==> config.mk <==
export PLATFORM = sky130hd
export DESIGN_NAME = perf_mailbox
export DESIGN_NICKNAME = d
export VERILOG_FILES = /design/src/rtl/perf_mailbox.sv
export SDC_FILE = /design/constraint.sdc
export NUM_CORES = 1
export LEC_CHECK = 0
export CELL_PAD_IN_SITES_DETAIL_PLACEMENT = 1
export CELL_PAD_IN_SITES_GLOBAL_PLACEMENT = 1
export CORE_MARGIN = 3
export CORE_UTILIZATION = 39
export DETAILED_ROUTE_END_ITERATION = 7
export PLACE_DENSITY = 0.81
export SETUP_SLACK_MARGIN = 0.4
export SKIP_LAST_GASP = 1
export SLEW_MARGIN = 20
export SYNTH_ARGS = -nofsm -noshare
export SYNTH_HDL_FRONTEND = slang
export SYNTH_SLANG_ARGS = --single-unit
==> constraint.sdc <==
create_clock -name clk -period 4.38 [get_ports clk]
set_input_delay 0.876 -clock clk [delete_from_list [all_inputs] [get_ports clk]]
set_output_delay 0.876 -clock clk [all_outputs]
set_load 0.005 [all_outputs]
==> src/rtl/perf_mailbox.sv <==
// perf_mailbox
//
// Cycle-count mailbox that sits on the picoRV32 native memory bus, next to RAM.
// Firmware marks the end of each MNIST inference phase by writing SENTINEL to
// that phase's DONE register. The block counts the clock edges spent in each
// phase. The two counts, the saturation flags and the phase state can be read
// back over the same bus.
//
// Only accesses inside the 32-byte window at BASE_ADDR are claimed. Any other
// address is ignored and never acknowledged.
//
// Ports
//   clk          single clock, rising edge
//   reset        asynchronous, active-high (the core shares it)
//   mem_valid    bus request
//   mem_addr     byte address
//   mem_wdata    write data
//   mem_wstrb    byte strobes, 4'h0 = read
//   mem_ready    one-cycle acknowledge, one cycle after mem_valid
//   mem_rdata    read data, valid while mem_ready=1, otherwise 0
//   phase1_done  level, high in RUN2 and DONE
//   phase2_done  level, high in DONE
//   irq          (PERF_MAILBOX_IRQ_EN only) one-cycle pulse after each phase end
//
// Handshake: the request is seen while mem_valid=1 and the address is inside
// the window. The block raises mem_ready for exactly one cycle. The clock edge
// that raises mem_ready is the edge on which the transfer takes effect: write
// side effects happen there and read data is captured from pre-edge state.
// The master must drop mem_valid after seeing mem_ready. If mem_valid is still
// high on the next edge, mem_ready falls and a new transfer starts one edge
// later.
//
// Register map (word offset mem_addr[4:2])
//   0 CTRL    R: {25'b0, irq_enable, 1'b0, ovf2, ovf1, state[1:0], 1'b0}
//             W: wdata[0]=1 soft clear; wdata[6] irq_enable (IRQ build only)
//   1 DONE1   W: SENTINEL with all strobes ends phase 1; reads 0
//   2 DONE2   W: SENTINEL with all strobes ends phase 2; reads 0
//   3 COUNT1  R: zero-extended count1
//   4 COUNT2  R: zero-extended count2
//   5-7       read 0, writes acknowledged and ignored
//
// Optional feature macro: PERF_MAILBOX_IRQ_EN adds the irq output and the
// irq_enable bit (CTRL[6], reset 1).

module perf_mailbox #(
    parameter logic [31:0] BASE_ADDR = 32'h1000_0000,
    parameter logic [31:0] SENTINEL  = 32'h7FFF_FFFF,
    parameter int          CW        = 32
) (
    input  logic        clk,
    input  logic        reset,
    input  logic        mem_valid,
    input  logic [31:0] mem_addr,
    input  logic [31:0] mem_wdata,
    input  logic [3:0]  mem_wstrb,
    output logic        mem_ready,
    output logic [31:0] mem_rdata,
    output logic        phase1_done,
    output logic        phase2_done
`ifdef PERF_MAILBOX_IRQ_EN
    ,
    output logic        irq
`endif
);

    typedef enum logic [1:0] {
        RUN1 = 2'd0,
        RUN2 = 2'd1,
        DONE = 2'd2
    } state_t;

    localparam logic [CW-1:0] CNT_ONE = CW'(1);
    localparam logic [CW-1:0] CNT_MAX = {CW{1'b1}};

    state_t        state_q, state_d;
    logic [CW-1:0] count1_q, count1_d;
    logic [CW-1:0] count2_q, count2_d;
    logic          ovf1_q, ovf1_d;
    logic          ovf2_q, ovf2_d;
    logic          ready_q, ready_d;
    logic [31:0]   rdata_q, rdata_d;

    logic          sel;
    logic          ack;
    logic          is_write;
    logic          qualifying;
    logic          soft_clear;
    logic [2:0]    word;
    logic [31:0]   ctrl_rd;
    logic          irq_en_rd;

`ifdef PERF_MAILBOX_IRQ_EN
    logic          irq_en_q, irq_en_d;
    logic          irq_q, irq_d;
`endif

    // The byte lane bits are not decoded: all registers are word wide.
    logic unused_addr_bits;
    assign unused_addr_bits = &{1'b0, mem_addr[1:0]};

    // Bus decode
    always_comb begin
        sel        = mem_valid && (mem_addr[31:5] == BASE_ADDR[31:5]);
        // ack is high only on the edge that raises mem_ready, so a held
        // request is not applied twice.
        ack        = sel && !ready_q;
        word       = mem_addr[4:2];
        is_write   = (mem_wstrb != 4'h0);
        qualifying = (mem_wstrb == 4'hF) && (mem_wdata == SENTINEL);
        // CTRL bit 0 lives in byte lane 0, so that lane must be strobed.
        soft_clear = ack && (word == 3'd0) && mem_wstrb[0] && mem_wdata[0];
    end

    // Phase state machine, next state
    always_comb begin
        state_d = state_q;
        case (state_q)
            RUN1: if (ack && (word == 3'd1) && qualifying) state_d = RUN2;
            RUN2: if (ack && (word == 3'd2) && qualifying) state_d = DONE;
            DONE: state_d = DONE;
            default: state_d = RUN1;
        endcase
        if (soft_clear) begin
            state_d = RUN1;
        end
    end

    // Counters are updated from the pre-edge state. An increment past
    // all-ones is dropped and sets the sticky overflow flag instead.
    // A soft clear overrides the increment on the same edge.
    always_comb begin
        count1_d = count1_q;
        count2_d = count2_q;
        ovf1_d   = ovf1_q;
        ovf2_d   = ovf2_q;
        if (state_q == RUN1) begin
            if (count1_q == CNT_MAX) ovf1_d = 1'b1;
            else                     count1_d = count1_q + CNT_ONE;
        end
        if (state_q == RUN2) begin
            if (count2_q == CNT_MAX) ovf2_d = 1'b1;
            else                     count2_d = count2_q + CNT_ONE;
        end
        if (soft_clear) begin
            count1_d = '0;
            count2_d = '0;
            ovf1_d   = 1'b0;
            ovf2_d   = 1'b0;
        end
    end

`ifdef PERF_MAILBOX_IRQ_EN
    assign irq_en_rd = irq_en_q;

    always_comb begin
        irq_en_d = irq_en_q;
        if (ack && (word == 3'd0) && mem_wstrb[0]) begin
            irq_en_d = mem_wdata[6];
        end
        irq_d = irq_en_q &&
                (((state_q == RUN1) && (state_d == RUN2)) ||
                 ((state_q == RUN2) && (state_d == DONE)));
    end
`else
    assign irq_en_rd = 1'b0;
`endif

    // Read data is captured on the ack edge and is zero at all other times.
    always_comb begin
        ctrl_rd = {25'b0, irq_en_rd, 1'b0, ovf2_q, ovf1_q, state_q, 1'b0};
        ready_d = ack;
        rdata_d = '0;
        if (ack && !is_write) begin
            case (word)
                3'd0:    rdata_d = ctrl_rd;
                3'd3:    rdata_d = 32'(count1_q);
                3'd4:    rdata_d = 32'(count2_q);
                default: rdata_d = '0;
            endcase
        end
    end

    always_ff @(posedge clk or posedge reset) begin
        if (reset) begin
            state_q  <= RUN1;
            count1_q <= '0;
            count2_q <= '0;
            ovf1_q   <= 1'b0;
            ovf2_q   <= 1'b0;
            ready_q  <= 1'b0;
            rdata_q  <= '0;
        end else begin
            state_q  <= state_d;
            count1_q <= count1_d;
            count2_q <= count2_d;
            ovf1_q   <= ovf1_d;
            ovf2_q   <= ovf2_d;
            ready_q  <= ready_d;
            rdata_q  <= rdata_d;
        end
    end

`ifdef PERF_MAILBOX_IRQ_EN
    always_ff @(posedge clk or posedge reset) begin
        if (reset) begin
            irq_en_q <= 1'b1;
            irq_q    <= 1'b0;
        end else begin
            irq_en_q <= irq_en_d;
            irq_q    <= irq_d;
        end
    end

    assign irq = irq_q;
`endif

    assign mem_ready   = ready_q;
    assign mem_rdata   = rdata_q;
    assign phase1_done = (state_q == RUN2) || (state_q == DONE);
    assign phase2_done = (state_q == DONE);

endmodule

; ---- Word-level counts from Yosys, hierarchy flattened
; Cells that the tools add are included.
[word_totals]
reg_bits = 101
latch_bits = 0
mem_bits_rw = 0
rom_bits = 0
in_bits = 71
output_inout_bits = 35
word_cells = 68
n_memories = 0
[op_classes]
n_addsub = 2
n_mul = 0
div_mod_pow = 0
n_lt_le_gt_ge = 0
eq_ne = 15
shifts = 0
muxes = 18
bitwise = 0
reduce_logical = 26
[op_table]
columns = cell, count
row1 = 2-to-1 mux 32 bit, 7
row2 = one-hot mux 32 bit (3 select lines), 1
row3 = adder 32 x 1 -> 32 bit (second input constant), 2
row4 = equality test 32 bit (second input constant), 2
row5 = equality test 32 x 31 -> 1 bit (second input constant), 1
row6 = equality test 27 x 24 -> 1 bit (second input constant), 1
row7 = logical AND 1 bit, 11
row8 = AND reduction 2 bit, 5
row9 = nonzero test 2 bit, 4
row10 = equality test 3 x 2 -> 1 bit (second input constant), 2
row11 = 2-to-1 mux 1 bit, 6
row12 = 2-to-1 mux 2 bit, 3
row13 = inequality test 3 bit (second input constant), 2
row14 = one-hot mux 2 bit (3 select lines), 1
row15 = equality test 4 bit (second input constant), 1
row16 = inequality test 2 bit (second input constant), 2
row17 = nonzero test 4 bit, 1
row18 = equality test 3 x 1 -> 1 bit (second input constant), 1
row19 = equality test 3 bit (second input constant), 1
row20 = zero test 3 bit, 1
row21 = equality test 2 x 1 -> 1 bit (second input constant), 1
row22 = equality test 2 bit (second input constant), 1
row23 = zero test 1 bit, 2
row24 = zero test 2 bit, 1
row25 = logical OR 1 bit, 1

; ---- Longest topological paths before layout
[depth]
depth_word = 8
ltp_mapped = 8
depth_no_buf = 8

; ---- Worst setup path after synthesis
; No wires, ideal clock.
[synth_path]
path_type = input port to flip-flop
start = input port mem_addr[12]
end = register state_q[1]
setup_ns = 0.116
arrival_ns = 2.276
required_time_ns = 4.264
path_slack_ns = 1.988
path_stages = 6
n_path_buf = 0
cell_sequence = nor4_1 > nand4_1 > nor4_1 > nand4_1 > o211a_1 > o311ai_0
[synth_between]
elab_chain_len = 8
word_cells_on_any_way = 14
classes_between = 3 x eq/ne / 1 x mux / 10 x reduce/logical
[synth_rtl]
columns = element, line
row1 = start: declaration, 53  ; input logic [31:0] mem_addr,
row2 = equality test 27 x 24 -> 1 bit *, 103  ; sel = mem_valid && (mem_addr[31:5] == BASE_ADDR[31:5]);
row3 = logical AND 1 bit *, 103
row4 = logical AND 1 bit *, 106  ; ack = sel && !ready_q;
row5 = logical AND 1 bit (3 in series), 111  ; soft_clear = ack && (word == 3'd0) && mem_wstrb[0] && mem_wdata[0];
row6 = inequality test 3 bit (no source line), --
row7 = AND reduction 2 bit (no source line), --
row8 = end signal: assignment, 193  ; state_q <= state_d;
row9 = end: declaration, 75  ; state_t state_q, state_d;
; Every way passes the cells marked *; elsewhere a longest branch is shown, timed or not.
; A chain may end at the register's enable or synchronous reset.

; ---- Final worst setup path
; Ends and elaborated chain as after synthesis.

==> impl_metrics.toml <==
[global_route]
grt_use_total_pct = 23.00
grt_pass1_vias = 5034
antenna_found_initial = 0
grt_overflow = 0
grt_first_pass_wirelength_um = 26500
grt_max_degree = 102

[placed_design]
gp_congestion = 0.8563
dp.final_hpwl_um = 11690
pre_cts_ws_ps = 1041
port_buffers = 103
dp.cells = 807

[logic_synthesis]
synthDistinctLibCells = 45
ys_seq_area_share_pct = 48.84
async_flop_share_pct = 100.0
ys_seq_elements = 101
netlist_area_sq_um = 5175
ys.warnings.count = 0
synthTopCellsByArea = "dfrtp_1, nor2_1, xnor2_1"
synth_flop_cell = "dfrtp_1"
yosysTopAreaCell = "dfrtp_1"
netlist_instances = 551
synth_fp_nets = 627
synth_edf_count = 0
syn_avg_cell_area_sq_um = 9.392
synth_top_area_share_pct = 48.84

[final_layout]
drive_above_1_share_pct = 5.684
fill_cells = 1459
diodes = 0
nNetsFinal = 722
finalCoreUtilization_pct = 52.72
stdcell_count = 823
area_delta_synth_final_pct = 30.13

[setup_path]
cp.arrival_ps = 3170
crit_type = "in2reg"
reg2reg_depth = 8
worst_setup_path_end_kind = "flop"
regToRegStartpoint = "state_q[1]$_DFFE_PP0P_"
worstPathMaxFanout = 3
crit_path_start_kind = "input port"
required_ps = 4610
rr_endpoint = "count2_q[30]$_DFFE_PP0P_"
r2r_slack_ps = 1820

[sta]
finalWorstSetupSlack_ps = 1445
final.min_clock_period_ps = 2935
slew_headroom_pct = 52.70
fin_crit_sh_pct = 67.02
rsz0062_at_grt = "no"
setup-tns-final_ps = 0
skew_ps = 6.978
slew_viol_final = 0
hold_ws_ps = 527.5
timing.fmax_ghz = 0.3407
hold_violations = 0
worst_slew_pin_slew_ps = 706.3
setup_viol = 0

[clocking]
htreeDepth = 3
cts_resized = 0
cts_buffer_depth = 2
holdBufCountCts = 0
cts_tree = "built"
clock_latency_ps = 350
numCtsBuffers = 9
clkSlewWorstSetupHoldPaths_ps = 70
clockRootBuffer = "clkbuf_16"
post_cts_buffers = 0
numClockSinks = 101

[hold_path]
hold_end = "ovf2_q$_DFFE_PP0P_"
min_path_type = "reg2reg"
hold_start = "ovf2_q$_DFFE_PP0P_"
min_path_cells = 2

[power_and_ir_drop]
irDropWorstVdd_mv = 0.2584
leakage_nw = 2.657
power_density_nw_per_um2 = 292.6

[floorplanning]
pin_count = 106
die_width_um = 121.2
die_h_um = 121.2
die-area_sq_um = 14690
num_rows = 41
start_util_pct = 40.51
core_area_sq_um = 12770

[run]
cap_violations = 0

[drt]
drc = 0
wl_um = 15930
viasPerCell = 5.649
dr.first_iter.drc_count = 278
post_drt_wl_per_cell_um = 19.35
vias = 4649
drtPass1Iterations = 4
drtAntennaViolNets = 0

[outcome]
status = "finished clean"
-- metal layers --
metal	part of all wire [%]	vias up	global-route usage (%)	wire length [um]
met2	53	66	39.98	8450
met1	43	2397	29.02	6783
met4	1.3	0	6.513	213
li1	-	2166	-	-
met5	0	-	0	0
met3	3.0	20	4.802	481
-- cell usage after synthesis, types with 2 or more instances --
cell type,n
a21oi_1,17
a22oi_1,32
and2_1,2
and3_1,10
and4_1,6
buf_2,3
clkbuf_1,22
dfrtp_1,101
ha_1,5
inv_1,8
mux2_2,2
mux2i_1,4
nand2_1,30
nand2b_1,4
nand3_1,26
nand4_1,28
nand4b_1,2
nor2_1,102
nor2b_1,3
nor3_1,21
nor3_2,2
nor3b_1,2
nor4_1,20
nor4_4,3
nor4b_1,4
o2111ai_1,2
o21ai_0,15
or3_1,14
or4_1,2
xnor2_1,36
xor2_1,9
-- cells in the final DEF, fill, tap and decap left out, types with 3 or more instances in the layout --
master and n:
nor4_4 3, inv_1 7, nor2b_1 3, buf_4 6
clkdlybuf4s50_1 103, o21ai_0 15, ha_1 5, bufinv_16 3
xnor2_1 36, dfrtp_1 101, nand2_1 30, clkbuf_16 9
nor4_1 20, nor4b_1 4, nand2b_1 4, and3_1 10
and4_1 6, nor2_1 101, nor3_1 21, nand4_1 28
mux2i_1 4, a21oi_1 17, or3_1 14, a22oi_1 32
nand3_1 26, xor2_1 9
-- logic make-up after synthesis --
group | Yosys count | synth area share (%)
buf+inv | 34 | 2.611
mux | 6 | 1.209
compound gates | 72 | 9.043
flops | 101 | 48.84
fa+ha+maj | 5 | 1.209
simple gates | 288 | 29.47
xor+xnor | 45 | 7.616
-- power breakdown --
part	internal, mW	total [mW]	leakage, nW	switching (mW)
sequential	0.932	0.932	1.06	0.00000103
combinational	0.0691	0.119	1.43	0.0501
clock	0.574	0.919	0.167	0.345
total	1.57	1.97	2.66	0.395
-- stage by stage --
stage                     power, mW  area, sq um
final                         1.970         6734
after global routing          2.038         6734
after CTS                     1.987         6734
after detailed placement      1.071         6392
after global placement        1.067         6392
after floorplan              0.9899         5175
-- final cells by class --
class	count	area (sq um)	share of cell area, %
sequential	101	2527	37.53
inverter	8	32.53	0.4831
tap	172	215.2	3.196
multi-input combinational	416	2521	37.44
clock buffer	12	246.5	3.660
clock inverter	4	95.09	1.412
timing repair buffer	110	1096	16.28
-- registers in the layout (all words and copies together), names as in the netlist --
register   count
count1_q      32
count2_q      32
mem_rdata     32
mem_ready      1
ovf1_q         1
ovf2_q         1
state_q        2
-- critical path, cell delays in order --
cell	delay [ps]
clkdlybuf4s50_1	420
nor4_1	310
nand4_1	310
nor4_1	480
nand4_1	190
o211a_1	270
o311ai_0	330
-- worst max path at each step --
stage | slack (ps) | end | startpoint
2_1_floorplan | 860 | count1_q[0]$_DFFE_PP0P_ | reset
3_3_place_gp | 1180 | count1_q[15]$_DFFE_PP0P_ | mem_addr[20]
3_5_place_dp | 1040 | state_q[1]$_DFFE_PP0P_ | mem_addr[12]
4_1_cts | 1410 | state_q[1]$_DFFE_PP0P_ | mem_addr[12]
5_1_grt | 1160 | state_q[1]$_DFFE_PP0P_ | mem_addr[14]
6_report | 1440 | state_q[1]$_DFFE_PP0P_ | mem_addr[12]
No activity file was read; power rests on OpenSTA's default activity.
